File: config.mk
export PLATFORM = sky130hd
export DESIGN_NAME = huffman_bit_packer
export DESIGN_NICKNAME = d
export VERILOG_FILES = /design/src/rtl/huffman_bit_packer.sv
export SDC_FILE = /design/constraint.sdc
export NUM_CORES = 1
export LEC_CHECK = 0
export CAP_MARGIN = 20
export CORE_MARGIN = 2
export CORE_UTILIZATION = 47
export CTS_BUF_LIST = sky130_fd_sc_hd__clkbuf_2
export DETAILED_ROUTE_END_ITERATION = 12
export GPL_TIMING_DRIVEN = 0
export PLACE_DENSITY_LB_ADDON = 0.2
export SLEW_MARGIN = 40
export SYNTH_ARGS = -nofsm -noshare
export SYNTH_HDL_FRONTEND = slang
export SYNTH_SLANG_ARGS = --single-unit
File: constraint.sdc
create_clock -name CLK -period 2.51 [get_ports CLK]
set_input_delay 0.6275 -clock CLK [delete_from_list [all_inputs] [get_ports CLK]]
set_output_delay 0.6275 -clock CLK [all_outputs]
set_load 0.01 [all_outputs]
File: src/rtl/huffman_bit_packer.sv
// Huffman bit packer: looks each accepted symbol up in a 7-entry code table
// and serialises its codeword MSB-first under a valid/ready handshake.
module huffman_bit_packer #(
  parameter int CNT_W = 16
) (
  input  logic             CLK,
  input  logic             nRST,
  input  logic             tbl_load,
  input  logic [7:0]       state1,
  input  logic [7:0]       state2,
  input  logic [7:0]       state3,
  input  logic [7:0]       state4,
  input  logic [7:0]       state5,
  input  logic [7:0]       state6,
  input  logic [7:0]       state7,
  input  logic [13:0]      code_len,
  input  logic [3:0]       sym_in,
  input  logic             sym_valid,
  input  logic             sym_last,
  output logic             sym_ready,
  output logic             bit_out,
  output logic             bit_valid,
  input  logic             bit_ready,
  output logic             done,
  output logic             miss,
  output logic [CNT_W-1:0] bit_cnt
);

  typedef enum logic [1:0] {
    IDLE,
    LOOKUP,
    SHIFT,
    DONE
  } state_t;

  state_t state_q, state_d;

  logic [2:0] tbl_code_q [7];
  logic [2:0] tbl_code_d [7];
  logic [3:0] tbl_id_q   [7];
  logic [3:0] tbl_id_d   [7];
  logic [1:0] tbl_len_q  [7];
  logic [1:0] tbl_len_d  [7];

  logic [3:0]       sym_q, sym_d;
  logic             last_q, last_d;
  logic [2:0]       shift_q, shift_d;
  logic [1:0]       rem_q, rem_d;
  logic [CNT_W-1:0] cnt_q, cnt_d;

  logic [7:0] entry_in [7];
  logic       hit;
  logic [2:0] hit_code;
  logic [1:0] hit_len;
  logic [2:0] hit_aligned;

  // Codes are at most 3 bits long, so bit 7 of each entry never reaches a codeword.
  logic unused_code_msb;
  assign unused_code_msb = ^{state1[7], state2[7], state3[7], state4[7],
                             state5[7], state6[7], state7[7]};

  assign entry_in = '{state1, state2, state3, state4, state5, state6, state7};

  // Scan from the top so the lowest-numbered matching entry wins.
  always_comb begin
    hit      = 1'b0;
    hit_code = 3'd0;
    hit_len  = 2'd0;
    for (int i = 6; i >= 0; i--) begin
      if (tbl_len_q[i] != 2'd0 && tbl_id_q[i] == sym_q) begin
        hit      = 1'b1;
        hit_code = tbl_code_q[i];
        hit_len  = tbl_len_q[i];
      end
    end
  end

  always_comb begin
    case (hit_len)
      2'd1:    hit_aligned = {hit_code[0], 2'b00};
      2'd2:    hit_aligned = {hit_code[1:0], 1'b0};
      2'd3:    hit_aligned = hit_code;
      default: hit_aligned = 3'd0;
    endcase
  end

  always_comb begin
    state_d    = state_q;
    tbl_code_d = tbl_code_q;
    tbl_id_d   = tbl_id_q;
    tbl_len_d  = tbl_len_q;
    sym_d      = sym_q;
    last_d     = last_q;
    shift_d    = shift_q;
    rem_d      = rem_q;
    cnt_d      = cnt_q;
    sym_ready  = 1'b0;
    bit_valid  = 1'b0;
    bit_out    = 1'b0;
    done       = 1'b0;
    miss       = 1'b0;

    case (state_q)
      IDLE: begin
        sym_ready = nRST && !tbl_load;
        if (tbl_load) begin
          for (int i = 0; i < 7; i++) begin
            tbl_code_d[i] = entry_in[i][6:4];
            tbl_id_d[i]   = entry_in[i][3:0];
            tbl_len_d[i]  = code_len[2*i +: 2];
          end
        end else if (sym_valid) begin
          sym_d   = sym_in;
          last_d  = sym_last;
          state_d = LOOKUP;
        end
      end

      LOOKUP: begin
        if (hit) begin
          shift_d = hit_aligned;
          rem_d   = hit_len;
          state_d = SHIFT;
        end else begin
          miss    = 1'b1;
          state_d = last_q ? DONE : IDLE;
        end
      end

      SHIFT: begin
        bit_valid = 1'b1;
        bit_out   = shift_q[2];
        if (bit_ready) begin
          shift_d = {shift_q[1:0], 1'b0};
          rem_d   = rem_q - 2'd1;
          cnt_d   = cnt_q + CNT_W'(1);
          if (rem_q == 2'd1) begin
            state_d = last_q ? DONE : IDLE;
          end
        end
      end

      DONE: begin
        done    = 1'b1;
        state_d = IDLE;
      end

      default: state_d = IDLE;
    endcase
  end

  always_ff @(posedge CLK) begin
    if (!nRST) begin
      state_q <= IDLE;
      for (int i = 0; i < 7; i++) begin
        tbl_code_q[i] <= 3'd0;
        tbl_id_q[i]   <= 4'd0;
        tbl_len_q[i]  <= 2'd0;
      end
      sym_q   <= 4'd0;
      last_q  <= 1'b0;
      shift_q <= 3'd0;
      rem_q   <= 2'd0;
      cnt_q   <= '0;
    end else begin
      state_q    <= state_d;
      tbl_code_q <= tbl_code_d;
      tbl_id_q   <= tbl_id_d;
      tbl_len_q  <= tbl_len_d;
      sym_q      <= sym_d;
      last_q     <= last_d;
      shift_q    <= shift_d;
      rem_q      <= rem_d;
      cnt_q      <= cnt_d;
    end
  end

  assign bit_cnt = cnt_q;

endmodule
======== Yosys cells after proc, flatten, opt, wreduce, memory -nomap -nowiden ========
Index checks and enable logic that the tools add are counted.
cells by class
  mux-type cells .......................... 41
  bitwise operators ....................... 1
  add/subtract/negate cells ............... 2
  reductions and logical operators ........ 23
  eq/ne operators ......................... 19
operator list
  cell                   number
  $mux 2                 15
  $eq 4x4->1             7
  $mux 3                 9
  $add 16x1->16 const B  1
  $reduce_bool 2->1      8
  $mux 1                 13
  $ne 2x2->1 const B     5
  $pmux 3 s3             1
  $eq 2x2->1 const B     4
  $logic_and 1x1->1      8
  $pmux 2 s4             1
  $eq 2x1->1 const B     3
  $pmux 3 s2             1
  $reduce_and 3->1       2
  $pmux 2 s2             1
  $reduce_and 2->1       2
  $reduce_and 4->1       1
  $logic_not 2->1        1
  $sub 2x1->2 const B    1
  $logic_not 1->1        1
  $not 1->1              1
storage, ports and cells
  bits in registers ....................... 91
  logic and storage cells ................. 113
  input bits .............................. 80
  output and inout port bits .............. 21

======== Logic depth before layout (Yosys ltp) ========
  word-level depth ........................ 13
  gate-level depth with buffers ........... 11
  gate-level depth less buffers ........... 8

======== Least setup slack after synthesis ========
OpenSTA, ideal clock, no wires.
  path type ............................... reg-to-output
  start point ............................. reg sym_q[0]
  end point ............................... out miss
  cell stages (with the launch flop) ...... 9
  data required time ...................... 1882 ps
  setup slack ............................. 45 ps
  buffers on the path ..................... 2
  arrival ................................. 1838 ps
  cell sequence ........................... dfxtp_1 > buf_6 > xor2_1 > nor2_1 > a22oi_4 > nand2_2 > or4_4 > buf_6 > nor2b_2
between the ends
  longest elaborated chain between the ends .. 11
  elaborated cells between the ends (all ways) .. 23
  classes of those cells .................. eq/ne: 7; mux: 9; reduce/logical: 7
ends and longest elaborated chain
  element                   RTL line  text
  start: declaration        45        logic [3:0] sym_q, sym_d;
  start signal: assignment  170       sym_q <= sym_d;
  $eq 4x4->1                70        if (tbl_len_q[i] != 2'd0 && tbl_id_q[i] == sym_q) begin
  $logic_and 1x1->1         70
  $mux 1 (6 in a row)       70
  $mux 1 *                  70
  $mux 1 *                  120       if (hit) begin
  $mux 1 *                  103       case (state_q)
  end: declaration          25        output logic miss,
Every way passes the cells marked *; elsewhere a longest branch is shown, timed or not.

======== Worst setup path in the final report ========
  start point ............................. reg tbl_len_q[10] (netlist name)
  end point ............................... out miss
between the ends
  longest elaborated chain between the ends .. 6
ends and longest elaborated chain
  element                   RTL line  text
  start: declaration        42        logic [1:0] tbl_len_q [7];
  start signal: assignment  169       tbl_len_q <= tbl_len_d;
  $reduce_bool 2->1         70
  $logic_and 1x1->1         70
  $mux 1 (2 in a row)       70
  $mux 1                    120
  $mux 1                    103
No other way between the ends.

==> impl_results.md <==
- Status: finished, violations left
- Failing checks: setup timing
- Crit-path cells: or2_2 > a22oi_4 > nand2_2 > or4_4 > nor2b_4 > buf_6
- Number of synthesized flops with an enable pin: 0
- Placed insts: 760
- Max IR drop VDD: 0.280 mV
- Peak per-stage delay on the critical path: 460 ps
- Critical path depth: 6
- YS warnings: 0
- Starting Density: 0.485
- Hold Crit Class: input port to flip-flop
- Most frequent cells in the layout: nand2_1 (143), clkdlybuf4s50_1 (89), dfxtp_1 (85), a21boi_0 (65), xnor2_1 (31)
- Mean Syn Cell Area: 8.36 µm²
- Die extent in x: 102 µm
- Buf+Inv Stages, Crit Path: 1
- Crit Reg-Reg Startpoint: sym_q[2]
- Critical path class: flip-flop to output pin
- Final antenna-violating net count: 0
- Most common cell after layout, fill and taps aside: nand2_1
- GR Overflow Total: 0
- PD cells: 516 nW/µm²
- Max H-tree Level: 3
- Slew Limit Headroom: 0.542
- Crit. End Element: output pin
- Num CTS Buffers: 9
- Busiest grt layer: met2
- Post-synthesis async set-or-reset flop share: 0
- Sequential power share: 0.496
- GRT Overall Usage: 0.242
- CP Data Required Time: 1880 ps
- I/O pin count: 101
- Number of global-route vias before repair: 4088
- Final GP Congestion: 0.984
- Worst skew pair latency: 580 ps
- Worst setup startpoint: tbl_len_q[10]
- Vias per inst: 5.32
- Setup ws final: -538 ps
- N_diodes: 0
- Crit-path leading delay family: simple AND/OR/NAND/NOR gates
- Initial antenna violation count: 0
- Leading register cell type out of synthesis: dfxtp_1
- Number of synthesized register bits: 91
- Clock Tree Buf Depth: 2
- Fin Setup TNS: -548 ps
- Layout cells sized above 1: 0.153
- Critical path destination: miss
- Net Sw Frac: 0.318
- Synth Instances: 539
- Final count of hold timing violations: 0
- Drt initial violations: 196
- Worst-path maximum fanout: 3
- Slowest CP cell: or4_4
- Site Rows: 35
- Switching Power: 1.02 mW
- Largest net degree at the start of global routing: 17
- Cell taking the most area after synthesis: dfxtp_1
- Least-Margin Pin Slew: 683 ps
- Register-to-register path setup slack: -10 ps
- Die area: 10400 µm²
- Pins over their slew limit: 0
- Reg-to-reg endpoint: shift_q[1]
- Met3 Use GR: 0.0438
- CTS tree: yes
- Worst Skew: 39.5 ps
- Clk network pwr share: 0.243
- Area growth from synthesis to layout: 37.7%
- Mapped Nets: 621
- Final Util: 0.668
- Synth top area cells: dfxtp_1 (40%), nand2_1 (12%), a21boi_0 (11%)
- Worst Path Arrival: 2420 ps
- Synth Cell Area: 4510 µm²
- Final wirelength: 12200 µm
- DR pass1 iterations: 5
- # port buffers: 92
- Placement Setup Slack: -683 ps
- P_int: 2.18 mW
- Tcrit/Tclk final: 1.21
- Fin nets: 744
- Sequential area share after synthesis: 0.404
- Fmax: 328 MHz
- Reg2Reg Depth: 11
- Grt met1 use: 0.314
- Synth top area share: 0.404
- Comb pwr share: 0.261
- Met2 Usage GRT: 0.407
- Lkg Pwr: 2.33 nW
- Via count: 4233
- Number of setup violations in the final report: 2
- Post-DR wirelength/cell: 15.4 µm
- Placed wire-length estimate: 8710 µm
- Clock Sinks: 91
- Tmin final: 3050 ps
- Die height: 102 µm
- Max-cap violations: 0
- First-pass GRT wire length: 19800 µm
- Clock transition at path regs: 270 ps
- Root Buffer Master: clkbuf_2
- Worst Setup Start Kind: flip-flop
- DRC viols: 0
- Synth unique cells: 58
- RSZ-0062 raised after global routing: true
- Post-Layout Cell Count: 796
- Core area: 9280 µm²
[metrics by stage]
stage	total power, mW	hold WS (ps)	cell area [µm²]
after floorplan	2.00	431	4510
after global placement	2.23	441	5590
after detailed placement	2.25	459	5590
after CTS	3.13	431	6060
after global routing	3.33	414	6200
final	3.20	423	6200
[logic make-up (layout without fill, tap and decap cells)]
kind of cell / count (synthesis) / count (layout) / share of synthesized area
muxes: 5 / 5 / 0.0111
AOI/OAI and AO/OA: 119 / 119 / 0.199
buffers and inverters: 41 / 169 / 0.0428
DFF: 91 / 91 / 0.404
and+or+nand+nor: 238 / 238 / 0.247
xor gates and xnor gates: 43 / 43 / 0.0903
adders and majority gates: 2 / 2 / 0.00555
[how the worst min path moves through the flow]
stage | startpoint | endpoint | slack (ps) | depth (start not counted)
after floorplan | shift_q[0] | shift_q[0] | 430 | 2
after global placement | shift_q[0] | shift_q[0] | 440 | 2
after detailed placement | tbl_code_q[17] | tbl_code_q[17] | 460 | 2
after CTS | nRST | tbl_id_q[26] | 430 | 2
after global routing | nRST | tbl_id_q[26] | 410 | 2
final | nRST | tbl_id_q[26] | 420 | 2
[routing by layer]
metal	wire (µm)	part of all wire	vias to the layer above
li1	-	-	2061
met1	5540	0.45	2004
met2	5830	0.48	147
met3	661	0.054	21
met4	203	0.017	0
met5	0	0	-
[power by group through the flow]
stage	clock network, mW	registers (mW)	logic [mW]
after global routing	0.832	1.60	0.899
after CTS	0.784	1.58	0.766
after floorplan	0	1.58	0.413
after detailed placement	0	1.60	0.648
final	0.779	1.59	0.835
after global placement	0	1.60	0.633
[state kept, by name (all words and copies together), names as in the netlist]
signal / count
tbl_code_q: 21
tbl_len_q: 14
rem_q: 2
bit_cnt: 16
sym_q: 4
shift_q: 3
tbl_id_q: 28
state_q: 2
last_q: 1
[repair_timing]
| item | CTS | global route |
|---|---|---|
| hold endpoints to repair | 0 | 0 |
| endpoints found under the setup margin | 7 | 7 |
| pin swaps | 18 | 12 |
| setup buffers | 16 | 11 |
| gates resized for setup | 56 | 17 |
| hold buffers | 0 | 0 |
| cloned | 0 | 0 |
[area by class of cell]
class | instances | area [µm²]
multi-input cells | 407 | 2780
flip-flops and latches | 91 | 1830
clock buffers | 9 | 45.0
inverters | 8 | 30.0
fillers | 795 | 3080
well taps | 129 | 161
repair buffers | 116 | 1100
plain buffers | 29 | 174
clock inverters | 7 | 75.1
[synthesized netlist by cell type (all sizes together) (2+ instances only)]
master,n
inv,8
nor3b,4
a21oi,11
a21boi,67
and4,3
and2,21
a211oi,3
nand3,10
nor2,20
xnor2,34
dfxtp,91
o21ai,15
nor2b,8
nand2,145
a311oi,2
and3,7
a31oi,2
nand4,6
buf,6
o311a,4
a221oi,2
o32ai,2
a2111oi,2
nor3,5
mux2i,5
or2,4
clkbuf,27
xor2,9
ha,2
Power figures use the tool's default switching activity.
